## config.mk

```make
export PLATFORM = sky130hd
export DESIGN_NAME = axis_uart_rx_fifo
export DESIGN_NICKNAME = d
export VERILOG_FILES = /design/src/rtl/axis_uart_rx_fifo.sv
export SDC_FILE = /design/constraint.sdc
export NUM_CORES = 1
export LEC_CHECK = 0
export ABC_AREA = 1
export CORE_ASPECT_RATIO = 1.75
export CORE_UTILIZATION = 35
export CTS_CLUSTER_DIAMETER = 30
export DETAILED_ROUTE_END_ITERATION = 10
export GPL_ROUTABILITY_DRIVEN = 0
export PLACE_DENSITY = 0.51
export SYNTH_ARGS = -nofsm -noshare
export SYNTH_HDL_FRONTEND = slang
export SYNTH_SLANG_ARGS = --single-unit
export TNS_END_PERCENT = 30
```

## constraint.sdc

```tcl
create_clock -name clk -period 3.1 [get_ports clk]
set_clock_uncertainty 0.1 [all_clocks]
set_input_delay 0.62 -clock clk [delete_from_list [all_inputs] [get_ports clk]]
set_output_delay 0.62 -clock clk [all_outputs]
set_load 0.1 [all_outputs]
```

## src/rtl/axis_uart_rx_fifo.sv

```systemverilog
// UART receiver feeding an AXI-Stream FIFO; a packet closes on an idle gap of IDLE_BITS bit-times.
// Define UART_RX_PARITY_EN for 8E1-style framing (one even-parity bit after the data bits).
module axis_uart_rx_fifo #(
  parameter int WIDTH     = 8,
  parameter int DEPTH     = 8,
  parameter int CLK_RATE  = 50000000,
  parameter int BAUD      = 115200,
  parameter int IDLE_BITS = 20
) (
  input  logic             clk,
  input  logic             rst,
  input  logic             uart_rx,
  output logic [WIDTH-1:0] m_axis_data,
  output logic             m_axis_valid,
  input  logic             m_axis_ready,
  output logic             m_axis_last,
  output logic             overflow,
  output logic             frame_err,
  output logic             parity_err
);

  localparam int CLKS_PER_BIT = CLK_RATE / BAUD;
  localparam int HALF_BIT     = CLKS_PER_BIT / 2;
  localparam int IDLE_LIMIT   = IDLE_BITS * CLKS_PER_BIT;
  localparam int CW           = $clog2(CLKS_PER_BIT + 1);
  localparam int TW           = $clog2(IDLE_LIMIT + 1);
  localparam int BW           = $clog2(WIDTH + 1);
  localparam int AW           = $clog2(DEPTH);

  localparam logic [CW-1:0] HALF_END = CW'(HALF_BIT - 1);
  localparam logic [CW-1:0] BIT_END  = CW'(CLKS_PER_BIT - 1);
  localparam logic [CW-1:0] CNT_ONE  = CW'(1);
  localparam logic [BW-1:0] LAST_IDX = BW'(WIDTH - 1);
  localparam logic [BW-1:0] IDX_ONE  = BW'(1);
  localparam logic [TW-1:0] IDLE_END = TW'(IDLE_LIMIT - 1);
  localparam logic [TW-1:0] IDLE_ONE = TW'(1);
  localparam logic [AW-1:0] PTR_ONE  = AW'(1);
  localparam logic [AW:0]   CNT_FULL = (AW + 1)'(DEPTH);
  localparam logic [AW:0]   CNT_UNIT = (AW + 1)'(1);
  localparam logic [AW:0]   CNT_ZERO = (AW + 1)'(0);

  typedef enum logic [2:0] {
    ST_IDLE   = 3'd0,
    ST_START  = 3'd1,
    ST_DATA   = 3'd2,
`ifdef UART_RX_PARITY_EN
    ST_PARITY = 3'd3,
`endif
    ST_STOP   = 3'd4
  } rx_state_t;

`ifdef UART_RX_PARITY_EN
  function automatic logic even_parity(input logic [WIDTH-1:0] d);
    even_parity = ^d;
  endfunction
`endif

  logic             rx_meta_r;
  logic             rx_sync_r;
  logic             rx_prev_r;
  rx_state_t        state_r;
  rx_state_t        state_s;
  logic [CW-1:0]    baud_cnt_r;
  logic [BW-1:0]    bit_idx_r;
  logic [WIDTH-1:0] shift_r;
  logic [WIDTH-1:0] byte_r;
  logic             byte_vld_r;
  logic             frame_err_r;
  logic             overflow_r;
  logic             par_ok_s;
`ifdef UART_RX_PARITY_EN
  logic             par_bad_r;
  logic             parity_err_r;
`endif

  logic             fall_s;
  logic             half_s;
  logic             bit_end_s;
  logic             last_bit_s;

  logic [WIDTH-1:0] data_mem_r [DEPTH];
  logic [DEPTH-1:0] last_mem_r;
  logic [AW-1:0]    wr_ptr_r;
  logic [AW-1:0]    rd_ptr_r;
  logic [AW-1:0]    prev_ptr_s;
  logic [AW:0]      count_r;
  logic             open_r;
  logic [TW-1:0]    idle_cnt_r;
  logic             head_closed_s;
  logic             full_s;
  logic             pop_s;
  logic             push_s;
  logic             drop_s;
  logic             timeout_s;

  assign fall_s     = rx_prev_r & ~rx_sync_r;
  assign half_s     = (baud_cnt_r == HALF_END);
  assign bit_end_s  = (baud_cnt_r == BIT_END);
  assign last_bit_s = (bit_idx_r == LAST_IDX);

`ifdef UART_RX_PARITY_EN
  assign par_ok_s   = ~par_bad_r;
  assign parity_err = parity_err_r;
`else
  assign par_ok_s   = 1'b1;
  assign parity_err = 1'b0;
`endif

  // Synchronizer resets low so a line held low at release never looks like a start edge.
  always_ff @(posedge clk or negedge rst) begin
    if (!rst) begin
      rx_meta_r <= 1'b0;
      rx_sync_r <= 1'b0;
      rx_prev_r <= 1'b0;
    end else begin
      rx_meta_r <= uart_rx;
      rx_sync_r <= rx_meta_r;
      rx_prev_r <= rx_sync_r;
    end
  end

  // Receiver state register.
  always_ff @(posedge clk or negedge rst) begin
    if (!rst) begin
      state_r <= ST_IDLE;
    end else begin
      state_r <= state_s;
    end
  end

  // Receiver next-state logic.
  always_comb begin
    state_s = state_r;
    case (state_r)
      ST_IDLE: begin
        if (fall_s) state_s = ST_START;
        else        state_s = ST_IDLE;
      end
      ST_START: begin
        if (half_s) begin
          if (rx_sync_r) state_s = ST_IDLE;
          else           state_s = ST_DATA;
        end else begin
          state_s = ST_START;
        end
      end
      ST_DATA: begin
        if (bit_end_s && last_bit_s) begin
`ifdef UART_RX_PARITY_EN
          state_s = ST_PARITY;
`else
          state_s = ST_STOP;
`endif
        end else begin
          state_s = ST_DATA;
        end
      end
`ifdef UART_RX_PARITY_EN
      ST_PARITY: begin
        if (bit_end_s) state_s = ST_STOP;
        else           state_s = ST_PARITY;
      end
`endif
      ST_STOP: begin
        if (bit_end_s) state_s = ST_IDLE;
        else           state_s = ST_STOP;
      end
      default: state_s = ST_IDLE;
    endcase
  end

  // Bit timing, data shifting and per-frame verdicts (push request or error pulse).
  always_ff @(posedge clk or negedge rst) begin
    if (!rst) begin
      baud_cnt_r   <= {CW{1'b0}};
      bit_idx_r    <= {BW{1'b0}};
      shift_r      <= {WIDTH{1'b0}};
      byte_r       <= {WIDTH{1'b0}};
      byte_vld_r   <= 1'b0;
      frame_err_r  <= 1'b0;
`ifdef UART_RX_PARITY_EN
      par_bad_r    <= 1'b0;
      parity_err_r <= 1'b0;
`endif
    end else begin
      byte_vld_r   <= 1'b0;
      frame_err_r  <= 1'b0;
`ifdef UART_RX_PARITY_EN
      parity_err_r <= 1'b0;
`endif
      case (state_r)
        ST_IDLE: begin
          baud_cnt_r <= {CW{1'b0}};
          bit_idx_r  <= {BW{1'b0}};
`ifdef UART_RX_PARITY_EN
          par_bad_r  <= 1'b0;
`endif
        end
        ST_START: begin
          if (half_s) baud_cnt_r <= {CW{1'b0}};
          else        baud_cnt_r <= baud_cnt_r + CNT_ONE;
        end
        ST_DATA: begin
          if (bit_end_s) begin
            baud_cnt_r <= {CW{1'b0}};
            shift_r    <= {rx_sync_r, shift_r[WIDTH-1:1]};
            bit_idx_r  <= bit_idx_r + IDX_ONE;
          end else begin
            baud_cnt_r <= baud_cnt_r + CNT_ONE;
          end
        end
`ifdef UART_RX_PARITY_EN
        ST_PARITY: begin
          if (bit_end_s) begin
            baud_cnt_r   <= {CW{1'b0}};
            par_bad_r    <= (rx_sync_r != even_parity(shift_r));
            parity_err_r <= (rx_sync_r != even_parity(shift_r));
          end else begin
            baud_cnt_r <= baud_cnt_r + CNT_ONE;
          end
        end
`endif
        ST_STOP: begin
          if (bit_end_s) begin
            baud_cnt_r <= {CW{1'b0}};
            if (!rx_sync_r) begin
              frame_err_r <= 1'b1;
            end else if (par_ok_s) begin
              byte_vld_r <= 1'b1;
              byte_r     <= shift_r;
            end else begin
              byte_vld_r <= 1'b0;
            end
          end else begin
            baud_cnt_r <= baud_cnt_r + CNT_ONE;
          end
        end
        default: baud_cnt_r <= {CW{1'b0}};
      endcase
    end
  end

  // The newest entry stays hidden while open, so the head is visible only once closed.
  assign head_closed_s = (count_r > CNT_UNIT) || ((count_r == CNT_UNIT) && !open_r);
  assign full_s        = (count_r == CNT_FULL);
  assign pop_s         = head_closed_s & m_axis_ready;
  assign push_s        = byte_vld_r & (~full_s | pop_s);
  assign drop_s        = byte_vld_r & full_s & ~pop_s;
  assign timeout_s     = open_r & ~push_s & (state_r == ST_IDLE) & (idle_cnt_r == IDLE_END);
  assign prev_ptr_s    = wr_ptr_r - PTR_ONE;

  assign m_axis_valid  = head_closed_s;
  assign m_axis_data   = head_closed_s ? data_mem_r[rd_ptr_r] : {WIDTH{1'b0}};
  assign m_axis_last   = head_closed_s ? last_mem_r[rd_ptr_r] : 1'b0;
  assign overflow      = overflow_r;
  assign frame_err     = frame_err_r;

  // FIFO pointers, occupancy, open-entry tracking and the idle-gap timer.
  always_ff @(posedge clk or negedge rst) begin
    if (!rst) begin
      wr_ptr_r   <= {AW{1'b0}};
      rd_ptr_r   <= {AW{1'b0}};
      count_r    <= {(AW + 1){1'b0}};
      open_r     <= 1'b0;
      idle_cnt_r <= {TW{1'b0}};
      overflow_r <= 1'b0;
    end else begin
      overflow_r <= drop_s;
      if (push_s) begin
        wr_ptr_r   <= wr_ptr_r + PTR_ONE;
        open_r     <= 1'b1;
        idle_cnt_r <= {TW{1'b0}};
      end else if (timeout_s) begin
        open_r     <= 1'b0;
        idle_cnt_r <= {TW{1'b0}};
      end else if (open_r && (state_r == ST_IDLE)) begin
        idle_cnt_r <= idle_cnt_r + IDLE_ONE;
      end else begin
        idle_cnt_r <= idle_cnt_r;
      end
      if (pop_s) rd_ptr_r <= rd_ptr_r + PTR_ONE;
      else       rd_ptr_r <= rd_ptr_r;
      count_r <= count_r + (push_s ? CNT_UNIT : CNT_ZERO) - (pop_s ? CNT_UNIT : CNT_ZERO);
    end
  end

  // Entry storage; a push closes the previous entry implicitly since it is written with last=0.
  always_ff @(posedge clk or negedge rst) begin
    if (!rst) begin
      for (int i = 0; i < DEPTH; i++) data_mem_r[i] <= {WIDTH{1'b0}};
      last_mem_r <= {DEPTH{1'b0}};
    end else begin
      if (push_s) begin
        data_mem_r[wr_ptr_r] <= byte_r;
        last_mem_r[wr_ptr_r] <= 1'b0;
      end else if (timeout_s) begin
        last_mem_r[prev_ptr_s] <= 1'b1;
      end else begin
        last_mem_r <= last_mem_r;
      end
    end
  end

endmodule

```

# --- Yosys cells after proc, flatten, opt, wreduce, memory -nomap -nowiden ---
# Cells that the tools add are included.
word_totals:
  n_memories: 0
  out_inout_bits: 13
  regBits: 135
  inputBits: 4
  latchBits: 0
  ramBits: 0
  mem_bits_ro: 0
op_classes:
  eq_ne: 10
  multipliers: 0
  n_lt_le_gt_ge: 9
  n_mux: 40
  bitwise_logic: 18
  n_reduce_logical: 16
  shift: 0
  n_div: 0
  n_addsub: 8
op_table:
  columns: ["operator", "n"]
  rows:
  - ["64-bit bitwise mux", 1]
  - ["8-bit two-way mux", 6]
  - ["14-bit two-way mux", 3]
  - ["8-bit binary-select mux with 3-bit select", 1]
  - ["8-bit demux with 3-bit select", 1]
  - ["9-bit two-way mux", 2]
  - ["9-bit one-hot mux with 2 select lines", 1]
  - ["1-bit two-way mux", 15]
  - ["14-bit by 1-bit adder with 14-bit output, second input constant", 1]
  - ["14-bit equality test, second input constant", 1]
  - ["3-bit by 4-bit less-than comparator with 1-bit output, second input constant", 3]
  - ["3-bit one-hot mux with 4 select lines", 1]
  - ["9-bit by 1-bit adder with 9-bit output, second input constant", 1]
  - ["9-bit by 8-bit equality test with 1-bit output, second input constant", 1]
  - ["9-bit equality test, second input constant", 1]
  - ["3-bit two-way mux", 3]
  - ["1-bit AND", 8]
  - ["8-bit AND", 1]
  - ["4-bit greater-or-equal comparator, second input constant", 2]
  - ["3-bit inverter with 4-bit output", 2]
  - ["8-bit inverter", 1]
  - ["8-bit bitwise OR", 1]
  - ["4-bit one-hot mux with 2 select lines", 1]
  - ["3-bit by 1-bit adder with 3-bit output, second input constant", 2]
  - ["29 further kinds", 41]

# --- Depth between registers and ports, before layout ---
depth:
  word_depth: 12
  depth_mapped: 14
  ltp_nobuf: 13

# --- Worst setup path before layout ---
# OpenSTA, ideal clock, no wires.
synth_timing:
  path_kind: "reg-to-output"
  startpoint: "register rd_ptr_r[0]"
  endpoint: "output m_axis_data[5]"
  stages_incl_launch_ff: 7
  path_slack_ns: -0.787
  arrival_time_ns: 3.167
  required_ns: 2.380
  cell_sequence: "dfrtp_1 > buf_2 > inv_2 > buf_2 > nor2_1 > o221a_2 > nor3_1"
synth_via:
  elab_chain_len: 5
synth_rtl:
  columns: ["element", "line_no", "rtl"]
  rows:
  - ["start: declaration", "84", "logic [AW-1:0] rd_ptr_r;"]
  - ["start signal: assignment", "262", "rd_ptr_r <= {AW{1'b0}};"]
  - ["start signal: assignment", "281", "if (pop_s) rd_ptr_r <= rd_ptr_r + PTR_ONE;"]
  - ["start signal: assignment", "282", "else rd_ptr_r <= rd_ptr_r;"]
  - ["3-bit inverter with 4-bit output (not written as such)", "253", "assign m_axis_data = head_closed_s ? data_mem_r[rd_ptr_r] : {WIDTH{1'b0}};"]
  - ["8-bit binary-select mux with 3-bit select", "253", null]
  - ["8-bit two-way mux (not written as such) (2 in series)", "253", null]
  - ["8-bit two-way mux", "253", null]
  - ["end: declaration", "13", "output logic [WIDTH-1:0] m_axis_data,"]
# Every way passes these cells. The select of a mux whose other input is x is not followed.

# --- Worst setup path after layout ---
layout_timing:
  startpoint: "register rd_ptr_r[0]"
  endpoint: "output m_axis_last"
layout_via:
  elab_chain_len: 3
layout_rtl:
  columns: ["element", "line_no", "rtl"]
  rows:
  - ["1-bit binary-select mux with 3-bit select", "254", "assign m_axis_last = head_closed_s ? last_mem_r[rd_ptr_r] : 1'b0;"]
  - ["1-bit two-way mux (not written as such)", "254", null]
  - ["1-bit two-way mux", "254", null]
  - ["end: declaration", "16", "output logic m_axis_last,"]
# Every way passes these cells. The select of a mux whose other input is x is not followed.

==> flow_summary_export.csv <==
group,metric,value,unit
status,status,"finished, final reports clean",
clock_tree,worstSkewPairLatency,420,ps
placed_design,io_buffer_count,15,
timing,max-slew-margin-rel,52.8,%
routing,routed_via_density,4.86,
critical_path,critPathKind,"reg2out",
synth,synth_top_family_by_area,"simple AND/OR/NAND/NOR gates",
synth,synth-compound-area-share,12.0,%
hold_path,hp-class,"in2async",
final_layout,area_growth,16.9,%
timing,rsz0062_at_grt,"yes",
critical_path,r2r-start,"count_r[2]",
die,die_w,104,um
power_and_ir_drop,p_sw_share,39.3,%
die,die_area,18900,um^2
placed_design,place_inst,962,
timing,hold_viol,0,
die,core,18000,um^2
routing,ant_nets,0,
timing,layout_min_cycle_time,3000,ps
synth,synth_mux_area_share,0,%
synth,yosys_register_bits,135,
final_layout,fin_nets,767,
final_layout,antenna_cells,0,
critical_path,startpoint_type,"flip-flop",
timing,maxSlewViolCount,0,
critical_path,regToRegSetupSlack,590,ps
synth,synth_warnings,0,
routing,drc,0,
power_and_ir_drop,clkPwrFrac,29.7,%
routing,routedWlPerCell,14.7,um
final_layout,fillers,1782,
global_routing,grt_pass1_wl,25.0,mm
clock_tree,cts_root_buf,"clkbuf_16",
critical_path,worstRegToRegCells,13,
timing,hold_slack,111,ps
die,rows,65,
critical_path,r2r-end,"count_r[2]",
synth,synth.top_cell.area_share,52.6,%
synth,yosysMostFrequentCell,"nand2_1",
critical_path,worst_ep_arrival_time,2280,ps
power_and_ir_drop,net-switching-power,2.71,mW
die,ioPinCount,17,
final_layout,seqCellArea,3380,um^2
synth,syn_area_per_cell,8.82,um^2
timing,worst_slack,97.8,ps
routing,drt_iter0_markers,265,
synth,syn_nets,749,
run,drv_cap,0,
synth,netlist_instances,729,
synth,synthTopCellsByArea,"dfrtp_1, nand2_1, o21ai_0",
critical_path,worstPathRequired,2380,ps
placed_design,dp_hpwl,10.1,mm
critical_path,worstSetupEndpointType,"primary output",
synth,synth_edf_count,0,
die,initial_utilization,35.8,%
critical_path,path_max_fanout,32,
timing,finalCritPeriodShare,96.8,%
power_and_ir_drop,finalPower,6.91,mW
timing,worstMarginPinSlew,708,ps
synth,synth_fa_ha_area_share,3.23,%
critical_path,slowest_delay,480,ps
final_layout,drive_above_1_share,12.2,%
clock_tree,post-cts-setup-buffer-count,0,
power_and_ir_drop,p_leak,3.50,nW
routing,wl,14.6,mm
final_layout,multi_input_area,2650,um^2
placed_design,pre_cts_ws,331,ps
power_and_ir_drop,vdd_drop_max,0.000812,V
global_routing,grt_use_total,17.0,%
critical_path,cp_cell_sequence,"buf_12 -> inv_2 -> buf_12 -> nor2_1 -> o221a_2 -> nor3_1 -> buf_4 -> buf_12",
synth,synth_top_area_cell,"dfrtp_1",
synth,ys.flop_type,"dfrtp_1",
clock_tree,cts_tree,"yes",
final_layout,layout.cells.non_filler,994,
clock_tree,htree_levels,4,
synth,netlist_area,6430,um^2
clock_tree,numCtsBuffers,17,
routing,vias,4828,
global_routing,grt_antenna_before_repair,0,
synth,yosys.area_share.simple,22.6,%
synth,synthTopCellsByCount,"nand2_1, dfrtp_1, o21ai_0",
critical_path,cp_slowest_cell,"dfrtp_1",
power_and_ir_drop,combPwrFrac,41.4,%
power_and_ir_drop,cell_internal_pwr,4.19,mW
clock_tree,clockBufferDepth,2,
timing,setup_viol,0,
synth,yosysSeqAreaShare,52.6,%
synth,async_reset_ff_share,100,%
global_routing,overflow,0,
clock_tree,cts_sinks,135,
critical_path,crit_path_frequent_cell,"buf_12",
clock_tree,clk_pin_slew,60,ps
synth,synth_cell_types,42,
routing,drtPass1Iterations,5,
power_and_ir_drop,pwr-share-seq,28.9,%
timing,setup_tns,0,ps
critical_path,crit_path_start,"rd_ptr_r[0]",
power_and_ir_drop,powerDensity,919,nW/um^2
synth,synth_xor_area_share,2.86,%
global_routing,first_global_vias,4848,
global_routing,grt_max_degree,74,
timing,max_freq,333,MHz
die,die_y,181,um
==> sequential cells by signal, indices dropped and copies added, names as in the netlist, 3 cells and up <==
name and flops:
last_mem_r 8, count_r 4, rd_ptr_r 3, state_r 3, shift_r 8, idle_cnt_r 14, wr_ptr_r 3, bit_idx_r 4
baud_cnt_r 9, data_mem_r 64, byte_r 8
==> power by group through the flow <==
| stage | Combinational, mW | Sequential [mW] | Clock (mW) |
|---|---|---|---|
| floorplan | 1.87 | 1.99 | 0 |
| global placement | 2.83 | 2.02 | 0 |
| detailed placement | 2.87 | 2.02 | 0 |
| CTS | 2.87 | 1.99 | 2.09 |
| global route | 3.05 | 2.01 | 2.17 |
| finish | 2.86 | 2.00 | 2.05 |
==> layout make-up <==
class	count	share of cell area, %
inverters	63	3.28
flip-flops and latches	135	45.0
well taps	234	3.90
clock buffers	24	6.28
clock inverters	8	1.62
multi-input cells	505	35.2
repair buffers	25	4.78
==> metal layers <==
layer	global-route usage (%)	part of all wire [%]	vias up	wire, um
li1	-	-	2401	-
met1	19.5	42	2341	6150
met2	30.1	54	72	7900
met3	3.93	2.3	14	332
met4	6.91	1.3	0	185
met5	0	0	-	0
==> cell families after synthesis <==
kind of cell | after synthesis
fa+ha+maj | 16
compound gates | 138
other cells | 1
buf+inv | 89
flops | 135
simple gates | 329
xor+xnor | 21
==> metrics by stage <==
step	util, %	instance area, um^2
floorplan	-	6440
global placement	38.4	6910
detailed placement	38.4	6910
CTS	41.7	7500
global route	41.8	7510
finish	41.8	7510
==> cell usage in the layout, fill, tap and decap left out, types with 16 or more instances in the layout <==
| cell type | count |
|---|---|
| nand2_1 | 183 |
| dfrtp_1 | 135 |
| o21ai_0 | 78 |
| nor2_1 | 63 |
| inv_1 | 56 |
| nand3_1 | 32 |
| o21ai_1 | 26 |
| xor2_1 | 18 |
| clkbuf_16 | 17 |
| a21oi_1 | 16 |
==> worst max path at each step <==
stage                     end  slack, ps  cells after the start
6_report          m_axis_last        100                      8
3_3_place_gp       count_r[1]        370                     10
3_5_place_dp       count_r[2]        330                     10
4_1_cts        m_axis_data[0]          8                      7
5_1_grt        m_axis_data[1]         -5                      5
2_1_floorplan  m_axis_data[0]       -750                      6
==> critical path: cells and delay by family, from the launching register on <==
family,cells,cell delay (ps)
flops,1,480
simple gates,2,260
buf+inv,5,810
compound gates,1,290
==> what timing repair did <==
item,4_1_cts,5_1_grt
endpoints found under the setup margin,0,7
hold buffers,0,0
gates resized for setup,0,3
No activity file was read; power rests on OpenSTA's default activity.
